<file path="src/rtl/i2c_cmd_seq.sv">
// i2c_cmd_seq: runs one of NUM_SEQ byte scripts from a shared ROM into an
// i2c_master write port, with trigger queuing, fixed priority and NACK retry.
// Ports: clk/reset, trig/abort controls, per-script seq_base/seq_len tables,
// ROM read port (rom_rd_en/rom_addr/rom_data), i2c_master write port
// (i2c_write_en/i2c_reg_addr/i2c_data/i2c_done/i2c_nack), and status
// (busy/active_seq/done/error).
module i2c_cmd_seq #(
    parameter int         NUM_SEQ   = 4,
    parameter int         ROM_AW    = 6,
    parameter int         DELAY_W   = 16,
    parameter int         DELAY_CYC = 50000,
    parameter int         MAX_RETRY = 2,
    parameter logic [7:0] CTRL_BYTE = 8'h00,
    parameter int         IDW       = (NUM_SEQ > 1) ? $clog2(NUM_SEQ) : 1
) (
    input  logic                      clk,
    input  logic                      reset,
    input  logic [NUM_SEQ-1:0]        trig,
    input  logic                      abort,
    input  logic [NUM_SEQ*ROM_AW-1:0] seq_base,
    input  logic [NUM_SEQ*ROM_AW-1:0] seq_len,
    output logic                      rom_rd_en,
    output logic [ROM_AW-1:0]         rom_addr,
    input  logic [7:0]                rom_data,
    output logic                      i2c_write_en,
    output logic [7:0]                i2c_reg_addr,
    output logic [7:0]                i2c_data,
    input  logic                      i2c_done,
    input  logic                      i2c_nack,
    output logic                      busy,
    output logic [IDW-1:0]            active_seq,
    output logic                      done,
    output logic                      error
);

    localparam int RW = (MAX_RETRY > 0) ? $clog2(MAX_RETRY + 1) : 1;
    localparam logic [RW-1:0] RETRY_MAX = RW'(MAX_RETRY);
    localparam logic [DELAY_W-1:0] DLY_LAST =
        (DELAY_CYC > 1) ? DELAY_W'(DELAY_CYC - 1) : '0;

    typedef enum logic [2:0] {
        S_IDLE, S_FETCH, S_ISSUE, S_WRITE,
        S_WAIT, S_SLEEP, S_DONE, S_ERR
    } state_t;

    state_t state, state_n;

    logic [NUM_SEQ-1:0] sync1, sync2, sync3;
    logic [NUM_SEQ-1:0] pending, pending_clr, rise;

    logic [ROM_AW-1:0]  addr_q, addr_n;
    logic [ROM_AW-1:0]  idx_q, idx_n;
    logic [ROM_AW-1:0]  len_q, len_n;
    logic [RW-1:0]      retry_q, retry_n;
    logic [DELAY_W-1:0] cnt_q, cnt_n;
    logic [IDW-1:0]     seq_q, seq_n;
    logic [7:0]         data_q, data_n;
    logic               abort_q, abort_n;
    logic               busy_q;

    logic [IDW-1:0]     sel;
    logic [ROM_AW-1:0]  base_sel, len_sel;
    logic               dly_end, last_byte;

    assign rise = sync2 & ~sync3;

    // Lowest pending index wins.
    always_comb begin
        sel = '0;
        for (int i = NUM_SEQ - 1; i >= 0; i--) begin
            if (pending[i]) sel = IDW'(i);
        end
    end

    assign base_sel  = seq_base[int'(sel) * ROM_AW +: ROM_AW];
    assign len_sel   = seq_len[int'(sel) * ROM_AW +: ROM_AW];
    // A zero or one-cycle delay still spends a single cycle in SLEEP.
    assign dly_end   = (DELAY_CYC <= 1) || (cnt_q == DLY_LAST);
    assign last_byte = (idx_q == len_q - ROM_AW'(1));

    always_ff @(posedge clk) begin
        if (reset) begin
            state   <= S_IDLE;
            sync1   <= '0;
            sync2   <= '0;
            sync3   <= '0;
            pending <= '0;
            addr_q  <= '0;
            idx_q   <= '0;
            len_q   <= '0;
            retry_q <= '0;
            cnt_q   <= '0;
            seq_q   <= '0;
            data_q  <= '0;
            abort_q <= 1'b0;
            busy_q  <= 1'b0;
        end else begin
            state   <= state_n;
            sync1   <= trig;
            sync2   <= sync1;
            sync3   <= sync2;
            // A fresh edge on the channel being selected survives the clear.
            pending <= (pending & ~pending_clr) | rise;
            addr_q  <= addr_n;
            idx_q   <= idx_n;
            len_q   <= len_n;
            retry_q <= retry_n;
            cnt_q   <= cnt_n;
            seq_q   <= seq_n;
            data_q  <= data_n;
            abort_q <= abort_n;
            busy_q  <= (state_n != S_IDLE);
        end
    end

    always_comb begin
        state_n      = state;
        addr_n       = addr_q;
        idx_n        = idx_q;
        len_n        = len_q;
        retry_n      = retry_q;
        cnt_n        = cnt_q;
        seq_n        = seq_q;
        data_n       = data_q;
        abort_n      = abort_q;
        pending_clr  = '0;
        rom_rd_en    = 1'b0;
        i2c_write_en = 1'b0;
        done         = 1'b0;
        error        = 1'b0;

        unique case (state)
            S_IDLE: begin
                abort_n = 1'b0;
                if (|pending) begin
                    pending_clr[sel] = 1'b1;
                    addr_n  = base_sel;
                    idx_n   = '0;
                    len_n   = len_sel;
                    retry_n = '0;
                    seq_n   = sel;
                    state_n = (len_sel == '0) ? S_DONE : S_FETCH;
                end
            end
            S_FETCH: begin
                rom_rd_en = 1'b1;
                state_n   = abort ? S_IDLE : S_ISSUE;
            end
            S_ISSUE: begin
                data_n  = rom_data;
                state_n = abort ? S_IDLE : S_WRITE;
            end
            S_WRITE: begin
                i2c_write_en = ~abort;
                state_n      = abort ? S_IDLE : S_WAIT;
            end
            S_WAIT: begin
                // The bus transaction cannot be cut short; remember the
                // abort and act on it once the master reports completion.
                if (abort) abort_n = 1'b1;
                if (i2c_done) begin
                    abort_n = 1'b0;
                    if (abort_q || abort) begin
                        state_n = S_IDLE;
                    end else if (!i2c_nack) begin
                        cnt_n   = '0;
                        state_n = S_SLEEP;
                    end else if (retry_q < RETRY_MAX) begin
                        retry_n = retry_q + RW'(1);
                        state_n = S_WRITE;
                    end else begin
                        state_n = S_ERR;
                    end
                end
            end
            S_SLEEP: begin
                if (abort) begin
                    state_n = S_IDLE;
                end else if (dly_end) begin
                    if (last_byte) begin
                        state_n = S_DONE;
                    end else begin
                        idx_n   = idx_q + ROM_AW'(1);
                        addr_n  = addr_q + ROM_AW'(1);
                        retry_n = '0;
                        state_n = S_FETCH;
                    end
                end else begin
                    cnt_n = cnt_q + DELAY_W'(1);
                end
            end
            S_DONE: begin
                done    = 1'b1;
                state_n = S_IDLE;
            end
            S_ERR: begin
                error   = 1'b1;
                state_n = S_IDLE;
            end
            default: state_n = S_IDLE;
        endcase
    end

    assign rom_addr     = addr_q;
    assign i2c_data     = data_q;
    assign i2c_reg_addr = CTRL_BYTE;
    assign active_seq   = seq_q;
    assign busy         = busy_q;

endmodule

</file>
<file path="config.mk">
export PLATFORM = sky130hd
export DESIGN_NAME = i2c_cmd_seq
export DESIGN_NICKNAME = d
export VERILOG_FILES = /design/src/rtl/i2c_cmd_seq.sv
export SDC_FILE = /design/constraint.sdc
export NUM_CORES = 1
export LEC_CHECK = 0
export BUFFER_PORTS_ARGS = -buffer_cell sky130_fd_sc_hd__buf_2
export CORE_MARGIN = 2
export CORE_UTILIZATION = 45
export DETAILED_ROUTE_END_ITERATION = 12
export GPL_TIMING_DRIVEN = 0
export PLACE_DENSITY = 0.72
export SLEW_MARGIN = 40
export SYNTH_ARGS = -nofsm -noshare
export SYNTH_HDL_FRONTEND = slang
export SYNTH_SLANG_ARGS = --single-unit
</file>
<file path="constraint.sdc">
create_clock -name clk -period 2.3 [get_ports clk]
set_input_delay 0.345 -clock clk [delete_from_list [all_inputs] [get_ports clk]]
set_output_delay 0.345 -clock clk [all_outputs]
set_load 0.05 [all_outputs]
</file>
Word level (Yosys, flattened, before mapping)
Cells that the tools add are included.
{"block": "totals", "wordCells": 120, "reg_bits": 67, "latch_bits": 0, "ramBits": 0, "rom_bits": 0, "memories": 0}
{"block": "op_classes", "n_lt_le_gt_ge": 3, "div": 0, "n_mux": 53, "addsub": 5, "mul": 1, "n_bitwise": 6, "n_eq_ne": 20, "reduce_logical": 16, "shifts": 2}
{"cell": "16-bit two-way mux", "count": 5}
{"cell": "6-bit two-way mux", "count": 8}
{"cell": "16-bit case mux with 2 select lines", "count": 1}
{"cell": "24-bit by 32-bit indexed part select with 6-bit output", "count": 1}
{"cell": "3-bit two-way mux", "count": 10}
{"cell": "2-bit two-way mux", "count": 14}
{"cell": "6-bit case mux with 2 select lines", "count": 2}
{"cell": "24-bit by 6-bit indexed part select with 6-bit output", "count": 1}
{"cell": "3-bit case mux with 7 select lines", "count": 1}
{"cell": "2-bit != test (second input constant)", "count": 10}
{"cell": "16-bit by 1-bit adder with 16-bit output (second input constant)", "count": 1}
{"cell": "16-bit equality test (second input constant)", "count": 1}
{"cell": "6-bit by 1-bit adder with 6-bit output (second input constant)", "count": 2}
{"cell": "3-bit equality test (second input constant)", "count": 4}
{"cell": "9-bit AND reduction", "count": 1}
{"cell": "4-bit AND", "count": 2}
{"cell": "4-bit two-way mux", "count": 2}
{"cell": "4-bit inverter", "count": 2}
{"cell": "1-bit two-way mux", "count": 7}
{"cell": "3-bit by 2-bit equality test with 1-bit output (second input constant)", "count": 2}
{"cell": "6-bit equality test", "count": 1}
{"cell": "6-bit zero test", "count": 1}
{"cell": "2-bit case mux with 3 select lines", "count": 1}
{"cell": "6-bit AND reduction", "count": 1}
{"cell": "21 further kinds", "count": 25}

Longest topological paths before layout
Gate-level depths: netlist (run 1).
{"block": "depth", "ltp_word": 13, "depth_mapped": 9, "mapped_depth_nobuf": 8}

Worst setup path after synthesis (run 1)
No wires, ideal clock.
{"block": "synth_timing", "path_kind": "register -> output", "start": "register state[0]", "end": "output rom_rd_en", "arrival_time_ns": 1.795, "setup_slack_ns": 0.160, "stages_incl_launch_ff": 3, "path_cell_list": "dfxtp_1 clkbuf_1 nor3b_1"}
{"block": "synth_via", "elab_chain_len": 2}
{"element": "from (decl)", "line_no": "46", "source": "state_t state, state_n;"}
{"element": "from (signal assigned)", "line_no": "98", "source": "state <= state_n;"}
{"element": "3-bit by 1-bit equality test with 1-bit output", "line_no": "132", "source": "unique case (state)"}
{"element": "1-bit two-way mux", "line_no": "132"}
{"element": "to (decl)", "line_no": "22", "source": "output logic rom_rd_en,"}
Every way passes these cells.

Final worst setup path (run 1)
{"block": "layout_timing", "start": "register len_q[1]", "end": "register addr_q[5] (netlist: rom_addr[5])"}
{"block": "layout_via", "elab_chain_len": 4}
{"element": "from (decl)", "line_no": "53", "source": "logic [ROM_AW-1:0] len_q, len_n;"}
{"element": "from (signal assigned)", "line_no": "106", "source": "len_q <= len_n;"}
{"element": "6-bit by 1-bit subtractor with 6-bit output", "line_no": "79", "source": "assign last_byte = (idx_q == len_q - ROM_AW'(1));"}
{"element": "6-bit equality test", "line_no": "79"}
{"element": "2-bit != test (no source line)"}
{"element": "5-bit AND reduction (no source line)"}
{"element": "to (signal assigned)", "line_no": "104", "source": "addr_q <= addr_n;"}
{"element": "to (decl)", "line_no": "51", "source": "logic [ROM_AW-1:0] addr_q, addr_n;"}
Every way passes these cells.
A chain may end at the register's enable or synchronous reset.

==> run summary, run 1 <==
Of all cell types, the one taking the most synthesized area is sky130_fd_sc_hd__dfxtp_1. The later pin in the worst-skew pair is clocked with a latency of 350 ps. Setup repair after global routing could not meet its margin everywhere. The switching share of total power was 29.1%. Traced cell by cell, the critical path runs through inv_1, ha_2, and2_4, a211o_1, a32oi_4, o21bai_4, buf_4, buf_4, o2bb2ai_1, a32o_1. Subtracting the final worst setup slack from the clock period gives 2230 ps. The total number of placement rows was 33; the detailed-router iteration count before antenna repair was 5.

The power density of the placed cells was 628 mW/mm^2. Counting tap cells, the placed design contains a total of 649 instances. The max-slew violation count is 0, and the wire length of the first global-routing pass is 16.6 mm. Summing the areas of all compound-gate instances in the mapped netlist gives 23.7% of the synthesized area.

Entering global routing, the biggest net connects 13 pins. The library cell used most frequently in the layout, excluding fill and tap cells, is sky130_fd_sc_hd__buf_2. The top flip-flop cell by instance count after synthesis is sky130_fd_sc_hd__dfxtp_1.

Detailed placement ended at an HPWL of 7.48 mm. The power dissipated by switching net loads is 0.000851 W, and the final worst-path setup slack is 71.4 ps. The critical path is of the reg -> reg type. The clock-pin slew reported for the worst setup and hold paths after clock tree synthesis came out at 70 ps. For the number of fill cells, the log shows 747. The initial utilization of the core area, before any placement, comes to 45.8%.

Wires add up to 10.3 mm. For this run, asynchronously set or reset flops after synthesis account for 0%. TritonCTS built the clock tree. The tools report the overall track demand over capacity in global routing as 23.3%. The global route total overflow came out at 0. Yosys mapped the design onto 64 distinct sky130hd cell types.

The routed length per instance is 15.2 um, and the maximum clock frequency is 449 MHz. The clock network burns 37.8% of the power. No sink is reached through more buffers than the 2 on the longest clock path.

After detailed routing, the number of remaining DRC violations is 0. The vertical extent of the die was 94.7 um. Number of failing setup endpoints in the final timing report: 0. Part of the cycle the worst path needs: 96.9%. Worst endpoint required time: 2540 ps. Counting every sink on the clock net gives 67. The share of synthesized cell area in and, or, nand and nor gates is 25.8%, and the total via count in the routed design is 3820. The hold violation count in the final report is 0. Per report_power, the combinational group accounts for 19.7% of the total.

The register bit count reported by yosys was 67. Of the post-synthesis cell area, the dominant cell type holds 36.2%. The number of synthesized flops with an enable pin was 0. The worst-margin pin slew is 616 ps.

The number of nets in the layout came out at 634. The die outline area is 0.00897 mm^2. The count of buffers inserted at the top-level ports is 85.

Final antenna-violating net count: 0. In this run the horizontal extent of the chip is 94.7 um. The worst setup skew after layout came out at 10.2 ps. In this design, the critical path's most frequently occurring cell is sky130_fd_sc_hd__buf_4. Master cell of the clock root buffer: sky130_fd_sc_hd__clkbuf_8. The average instance area after synthesis is 8.19 um^2.

The fraction of layout cells with a size suffix above 1 was 26.7%. The run finished with clean final reports. The violation count after the first detailed-routing iteration came out at 248. STA classifies the critical path endpoint as a register. The combined buffer and inverter count along the critical path was 3; the via count of the first global-routing pass was 3528. The tools report the number of hold buffers added after CTS as 0. The H-tree was split into 3 levels.

The maximum fanout count along the critical path was 5. For the cell leakage power, the log shows 1.84 nW. The yosys synthesis warning count was 0; the relative contribution of sequential cells to total power was 42.6%.

Power comes to 0.00293 W. At the placement stage, the worst setup path has a slack of -154 ps. After synthesis, the share of cell area in mux cells is 2.70%. The worst setup path is launched from a register.

The largest individual stage delay along the critical path comes from the cell sky130_fd_sc_hd__dfxtp_2. The largest single stage delay on the critical path is 360 ps. The share of the Yosys chip area taken by registers is 36.2%.

The synthesized instance count was 452; the internal power contribution was 0.00208 W. Of the total synthesized cell area, the portion taken by XOR and XNOR cells is 4.26%. The combinational family with the most area after synthesis is simple AND/OR/NAND/NOR gates. Broken down by cell family, the worst path's largest delay share belongs to compound AO/OA/AOI/OAI gates. The tightest hold path in the finished design has a slack of 203 ps. Across the run, the number of max-cap violations was 0. The logs give 0.00809 mm^2 for the total core area and 675 for the count of non-filler cells in the finished layout. In this run the worst hold path is classified as in -> reg.

Yosys attributes the largest share of cell area to sky130_fd_sc_hd__dfxtp_1 (36%), sky130_fd_sc_hd__nor2_1 (5.0%), sky130_fd_sc_hd__nor2b_1 (4.4%). Pin placement for this block handled 94 I/O pins. VDD sags by at most 287 uV.

The final weighted congestion in routability-driven placement was 0.870; the post-synthesis instance area was 0.00370 mm^2. In the layout the commonest cells are sky130_fd_sc_hd__buf_2 (90), sky130_fd_sc_hd__dfxtp_1 (64), sky130_fd_sc_hd__nor2_1 (46), sky130_fd_sc_hd__nor2b_1 (26), sky130_fd_sc_hd__o21ai_0 (26). Data arrives at the worst endpoint at 2470 ps. The synthesized netlist devotes 1.35% of its cell area to adder and majority cells.

In this run the tightest slew margin relative to its limit is 58.9%. The area growth from synthesis to layout is 25.9%. In this run, CTS created clock tree buffers numbering 9.

0 antenna diodes ended up in the layout. Dividing the detail-routed via count by the number of cells gives 5.66. The initial antenna violation count came out at 0.
[logic make-up (layout without fill, tap and decap cells)]
kind of cell / Yosys count / count (layout)
compound gates: 127 / 127
mux: 10 / 10
buf+inv: 47 / 158
xor+xnor: 18 / 18
flops: 67 / 67
other cells: 1 / 8
simple gates: 178 / 178
fa+ha+maj: 4 / 4
[Yosys cell counts, types with 8 or more instances]
cell type                  count
sky130_fd_sc_hd__inv_1        13
sky130_fd_sc_hd__a211oi_1      8
sky130_fd_sc_hd__nand2b_1      8
sky130_fd_sc_hd__dfxtp_1      67
sky130_fd_sc_hd__buf_4         9
sky130_fd_sc_hd__nor2b_1      26
sky130_fd_sc_hd__nand2_1      24
sky130_fd_sc_hd__xnor2_1      12
sky130_fd_sc_hd__nor2_1       49
sky130_fd_sc_hd__mux2i_1      10
sky130_fd_sc_hd__a31oi_1       8
sky130_fd_sc_hd__a21oi_1      24
sky130_fd_sc_hd__nor3_1       11
sky130_fd_sc_hd__or3_1        13
sky130_fd_sc_hd__nand3_1      12
sky130_fd_sc_hd__a22oi_1      12
sky130_fd_sc_hd__o21ai_0      26
sky130_fd_sc_hd__clkbuf_1     18
[final timing paths]
| kind | start | end | slack (ps) | cells after the start |
|---|---|---|---|---|
| worst min register to register | sync1[3]$_SDFF_PP0_ | sync2[3]$_SDFF_PP0_ | 440 | 1 |
| worst min-delay path | trig[3] | sync1[3]$_SDFF_PP0_ | 200 | 2 |
| worst max-delay path | len_q[1]$_SDFFE_PP0P_ | rom_addr[5]$_SDFFE_PP0P_ | 70 | 10 |
| worst max register to register | len_q[1]$_SDFFE_PP0P_ | rom_addr[5]$_SDFFE_PP0P_ | 70 | 10 |
[sequential cells by signal, summed over array words and instances (netlist names)]
name / flops
busy: 1
len_q: 6
sync3: 4
state: 3
cnt_q: 16
idx_q: 6
rom_addr: 6
i2c_data: 8
active_seq: 2
abort_q: 1
retry_q: 2
sync2: 4
pending: 4
sync1: 4
[final cells by class]
class | count | area (um^2) | share of cell area (%)
buffer | 33 | 169 | 3.62
clock buffer | 11 | 141 | 3.03
clock inverter | 5 | 85.1 | 1.82
inverter | 13 | 48.8 | 1.05
multi-input combinational | 345 | 2230 | 47.9
sequential | 67 | 1350 | 28.8
tap | 105 | 131 | 2.82
timing repair buffer | 96 | 508 | 10.9
[what timing repair did]
item | in CTS | in global routing
gates resized for setup | 5 | 14
cloned | 0 | 0
endpoints found under the setup margin | 28 | 32
pin swaps | 2 | 5
endpoints found under the hold margin | 0 | 0
setup buffers | 2 | 9
[worst register-to-register path, stage by stage (launching register included)]
cell and delay, ps:
sky130_fd_sc_hd__dfxtp_2 360, sky130_fd_sc_hd__inv_1 70, sky130_fd_sc_hd__ha_2 190, sky130_fd_sc_hd__and2_4 170, sky130_fd_sc_hd__a211o_1 290, sky130_fd_sc_hd__a32oi_4 290, sky130_fd_sc_hd__o21bai_4 110, sky130_fd_sc_hd__buf_4 150
sky130_fd_sc_hd__buf_4 130, sky130_fd_sc_hd__o2bb2ai_1 110, sky130_fd_sc_hd__a32o_1 260
[power groups by stage]
stage                     Clock, W  Combinational [W]  Sequential (W)
after global placement           0           0.000505         0.00127
after global routing       0.00119           0.000624         0.00125
final                      0.00111           0.000576         0.00125
after detailed placement         0           0.000512         0.00127
after floorplan                  0           0.000302         0.00132
after CTS                  0.00114           0.000535         0.00124
[metrics by stage]
step	util [%]	area [um^2]	TNS [ps]
final	57.6	4660	0
after global routing	57.6	4660	-38.5
after CTS	56.2	4550	0
after detailed placement	53.0	4290	-1750
after global placement	53.0	4290	-878
after floorplan	-	3730	0
[metal layers]
metal,up-vias,global-route usage [%],part of all wire (%)
met5,-,0,0
met4,0,7.00,1.4
met3,21,6.15,6.9
met2,140,39.3,50
met1,1790,29.2,42
li1,1869,-,-
(Power assumes the default switching activity.)
==> run 2, diff against run 1 <==
RECOVER_POWER = 100   (was unset)
==> run summary, run 2 (synthesis results as in run 1) <==
The run finished with clean final reports. Endpoint kind of the worst setup timing path: a register (unchanged). Overall track demand over capacity in global routing: 23.3% (unchanged). The maximum vdd ir drop was 287 uV (about the same); the via count of the first global-routing pass was 3528 (unchanged).

TritonCTS built the clock tree. For the relative contribution of sequential cells to total power, the log shows 42.6% (about the same). Setup repair after global routing could not meet its margin everywhere.

The worst setup skew after layout is 9.46 ps (was 10.2 ps), and the cell leakage power is 1.78 nW (was 1.84 nW). The final weighted congestion in routability-driven placement is 0.870 (unchanged). The terminus of the critical flop-to-flop path was rom_addr[5]$_SDFFE_PP0P_ (unchanged). H-tree depth reported by CTS: 3 (unchanged). The type of the tightest min-delay check was in -> reg (unchanged). Clock sink count: 67 (unchanged).

The overall power was 0.00293 W (about the same). The logs give 80 ps (was 70 ps) for the reg-to-reg setup timing slack and 0 (unchanged) for the final antenna-violating net count. The minimum clock period is 2220 ps (was 2230 ps). The run gives 94 (unchanged) as the number of top-level pins. The number of placed instances with taps included is 649 (unchanged). CP cell instances: inv_1, ha_2, and2_4, a211o_1, a32oi_4, o21bai_4, buf_4, buf_4, o2bb2ai_1, a32o_1 (unchanged). The tightest slew margin relative to the limit is 56.0% (was 58.9%), and the wire length of the first global-routing pass is 16.6 mm (unchanged). The synthesis-to-finish area growth is 25.4% (was 25.9%). The DRC violation count after routing was 0 (unchanged); the instance area after placement was 0.00429 mm^2 (unchanged).

The run gives 13 (unchanged) as the largest net degree at the start of global routing. The critical path start-end classification was reg -> reg (unchanged). The global route total overflow was 0 (unchanged). The hold violation count in the final report came out at 0 (unchanged). End of the worst hold path: sync1[3]$_SDFF_PP0_ (unchanged).

The effective utilization at floorplan is 45.8% (unchanged). The master cell of the clock root buffer is sky130_fd_sc_hd__clkbuf_8 (unchanged). The cell depth of the worst hold path works out to 2 (unchanged).

The logs give 0.000851 W (about the same) for the power dissipated by switching net loads and 0.00809 mm^2 (unchanged) for the total core area. The final non-filler cell area is 0.00465 mm^2 (was 0.00466 mm^2). The tools report the worst flop-to-flop path startpoint as len_q[1]$_SDFFE_PP0P_ (unchanged). Cell at the slowest stage of the critical path: sky130_fd_sc_hd__dfxtp_2 (unchanged).

The origin of the worst min-delay path is trig[3] (unchanged). The count of buffers inserted at the top-level ports is 85 (unchanged). For the max-slew violation count, the log shows 0 (unchanged).

Initial antenna violation count: 0 (unchanged). The top register by number of flip-flops is cnt_q (unchanged). The post-place setup slack is -154 ps (unchanged). For the number of fill cells, the log shows 755 (was 747). The most common library cell in the layout ignoring fill and taps is sky130_fd_sc_hd__buf_2 (unchanged). Cell type with the highest occurrence count on the critical path: sky130_fd_sc_hd__buf_4 (unchanged). Kind of start point of the critical path: a register (unchanged).

The count of non-filler cells in the finished layout came out at 675 (unchanged). The final worst-path setup slack was 78.5 ps (was 71.4 ps). The routed length per instance works out to 15.2 um (about the same). The part of the cycle the worst path needs came out at 96.6% (was 96.9%). The combined buffer and inverter count along the critical path is 3 (unchanged).

The maximum fanout count along the critical path is 5 (unchanged), and the fraction of layout cells with a size suffix above 1 is 24.2% (was 26.7%). The clock-pin slew reported for the worst setup and hold paths after clock tree synthesis was 70 ps (about the same); the worst endpoint required time was 2540 ps (about the same). For the number of nets in the layout, the log shows 634 (unchanged). The family of cells with the greatest summed delay on the critical path was compound AO/OA/AOI/OAI gates (unchanged). The die outline area is 0.00897 mm^2 (unchanged), and the internal power contribution is 0.00208 W (about the same). The clock share of power came out at 37.8% (about the same).

Number of flip-flops in the largest register: 16 (unchanged). The logs give 0 (unchanged) for the number of failing setup endpoints in the final timing report and 0 (unchanged) for the number of antenna cells inserted. The tools report the max-capacitance violation count as 0 (unchanged). The number of buffers created by CTS is 9 (unchanged), and the die extent in x is 94.7 um (unchanged).

The power density of the placed cells works out to 630 mW/mm^2 (was 628 mW/mm^2). The routed via count divided by cell count was 5.61 (was 5.66). Total via count in the routed design: 3785 (was 3820). Total number of placement rows: 33 (unchanged). The biggest cell delay along the critical path is 360 ps (about the same).

The maximum clock frequency was 450 MHz (was 449 MHz); the final HPWL from detailed placement was 7.48 mm (unchanged). Worst-margin pin slew: 663 ps (was 616 ps). The maximum buffer depth of the clock tree is 2 (unchanged). For the routed wire length, the log shows 10.2 mm (was 10.3 mm).

The clock insertion delay at the later pin of the skew report was 350 ps (about the same). Count of cells along the worst register-to-register path: 10 (unchanged). Vertical extent of the die: 94.7 um (unchanged). Final-layout setup total negative slack: 0 ps (unchanged).

The switching share of total power was 29.1% (about the same). Leading cell types in the layout, fill and taps excluded: sky130_fd_sc_hd__buf_2 (76), sky130_fd_sc_hd__dfxtp_1 (64), sky130_fd_sc_hd__nor2_1 (46), sky130_fd_sc_hd__clkbuf_1 (29) (was sky130_fd_sc_hd__buf_2 (90), sky130_fd_sc_hd__dfxtp_1 (64), sky130_fd_sc_hd__nor2_1 (46), sky130_fd_sc_hd__nor2b_1 (26), sky130_fd_sc_hd__o21ai_0 (26)). The logs give 251 (was 248) for the violation count after the first detailed-routing iteration and 19.5% (was 19.7%) for the combinational group share of total power. The run gives 2460 ps (was 2470 ps) as the arrival time of the worst setup path. The detailed-router iteration count before antenna repair is 5 (unchanged).
## run 2: cell types whose count changed in the layout (fill, tap and decap cells not counted)
cell,previous run,this run
sky130_fd_sc_hd__buf_2,90,76
sky130_fd_sc_hd__clkbuf_1,15,29
## run 2: worst max-delay path by stage
| stage | from | end | cells past startpoint |
|---|---|---|---|
| 2_1_floorplan | state[0]$_SDFF_PP0_ | rom_rd_en | 2 |
| 3_3_place_gp | len_q[0]$_SDFFE_PP0P_ | rom_addr[1]$_SDFFE_PP0P_ | 9 |
| 3_5_place_dp | len_q[0]$_SDFFE_PP0P_ | idx_q[3]$_SDFFE_PP0P_ | 9 |
| 4_1_cts | state[2]$_SDFF_PP0_ | cnt_q[14]$_SDFFE_PP0P_ | 6 |
| 5_1_grt | len_q[1]$_SDFFE_PP0P_ | idx_q[1]$_SDFFE_PP0P_ | 8 |
| 6_report | len_q[1]$_SDFFE_PP0P_ | rom_addr[5]$_SDFFE_PP0P_ | 10 |
## run 2: per-stage QoR
step	hold WS (ps)	util (%)
after floorplan	414	-
after global placement	421	53.0
after detailed placement	428	53.0
after CTS	189	56.2
after global routing	192	57.4
final	202	57.4
## run 2: routing by layer
layer | up-vias | wire length [um] | track usage [%]
li1 | 1868 | - | -
met1 | 1788 | 4350 | 29.2
met2 | 117 | 5120 | 39.3
met3 | 12 | 654 | 6.15
met4 | 0 | 128 | 7.00
met5 | - | 0 | 0
## run 2: what timing repair did
item | 4_1_cts | 5_1_grt
cloned | 0 | 0
hold buffers | 0 | 0
setup endpoints to repair | 28 | 32
pin swaps | 2 | 5
endpoints found under the hold margin | 0 | 0
setup buffers | 2 | 9
resized for setup | 5 | 14
## run 2: area by class of cell
type,instances,area (um^2),area share (%)
Multi-Input combinational cell,345,2230,48.1
Clock inverter,5,85.1,1.83
Tap cell,105,131,2.83
Buffer,33,169,3.64
Clock buffer,11,141,3.04
Inverter,13,48.8,1.05
Sequential cell,67,1350,29.0
Timing Repair Buffer,96,490,10.6
## run 2: power groups by stage
stage                     logic [W]  registers, W  clock network [W]
final                      0.000572       0.00125            0.00111
after global placement     0.000505       0.00127                  0
after floorplan            0.000302       0.00132                  0
after global routing       0.000621       0.00125            0.00119
after detailed placement   0.000512       0.00127                  0
after CTS                  0.000535       0.00124            0.00114
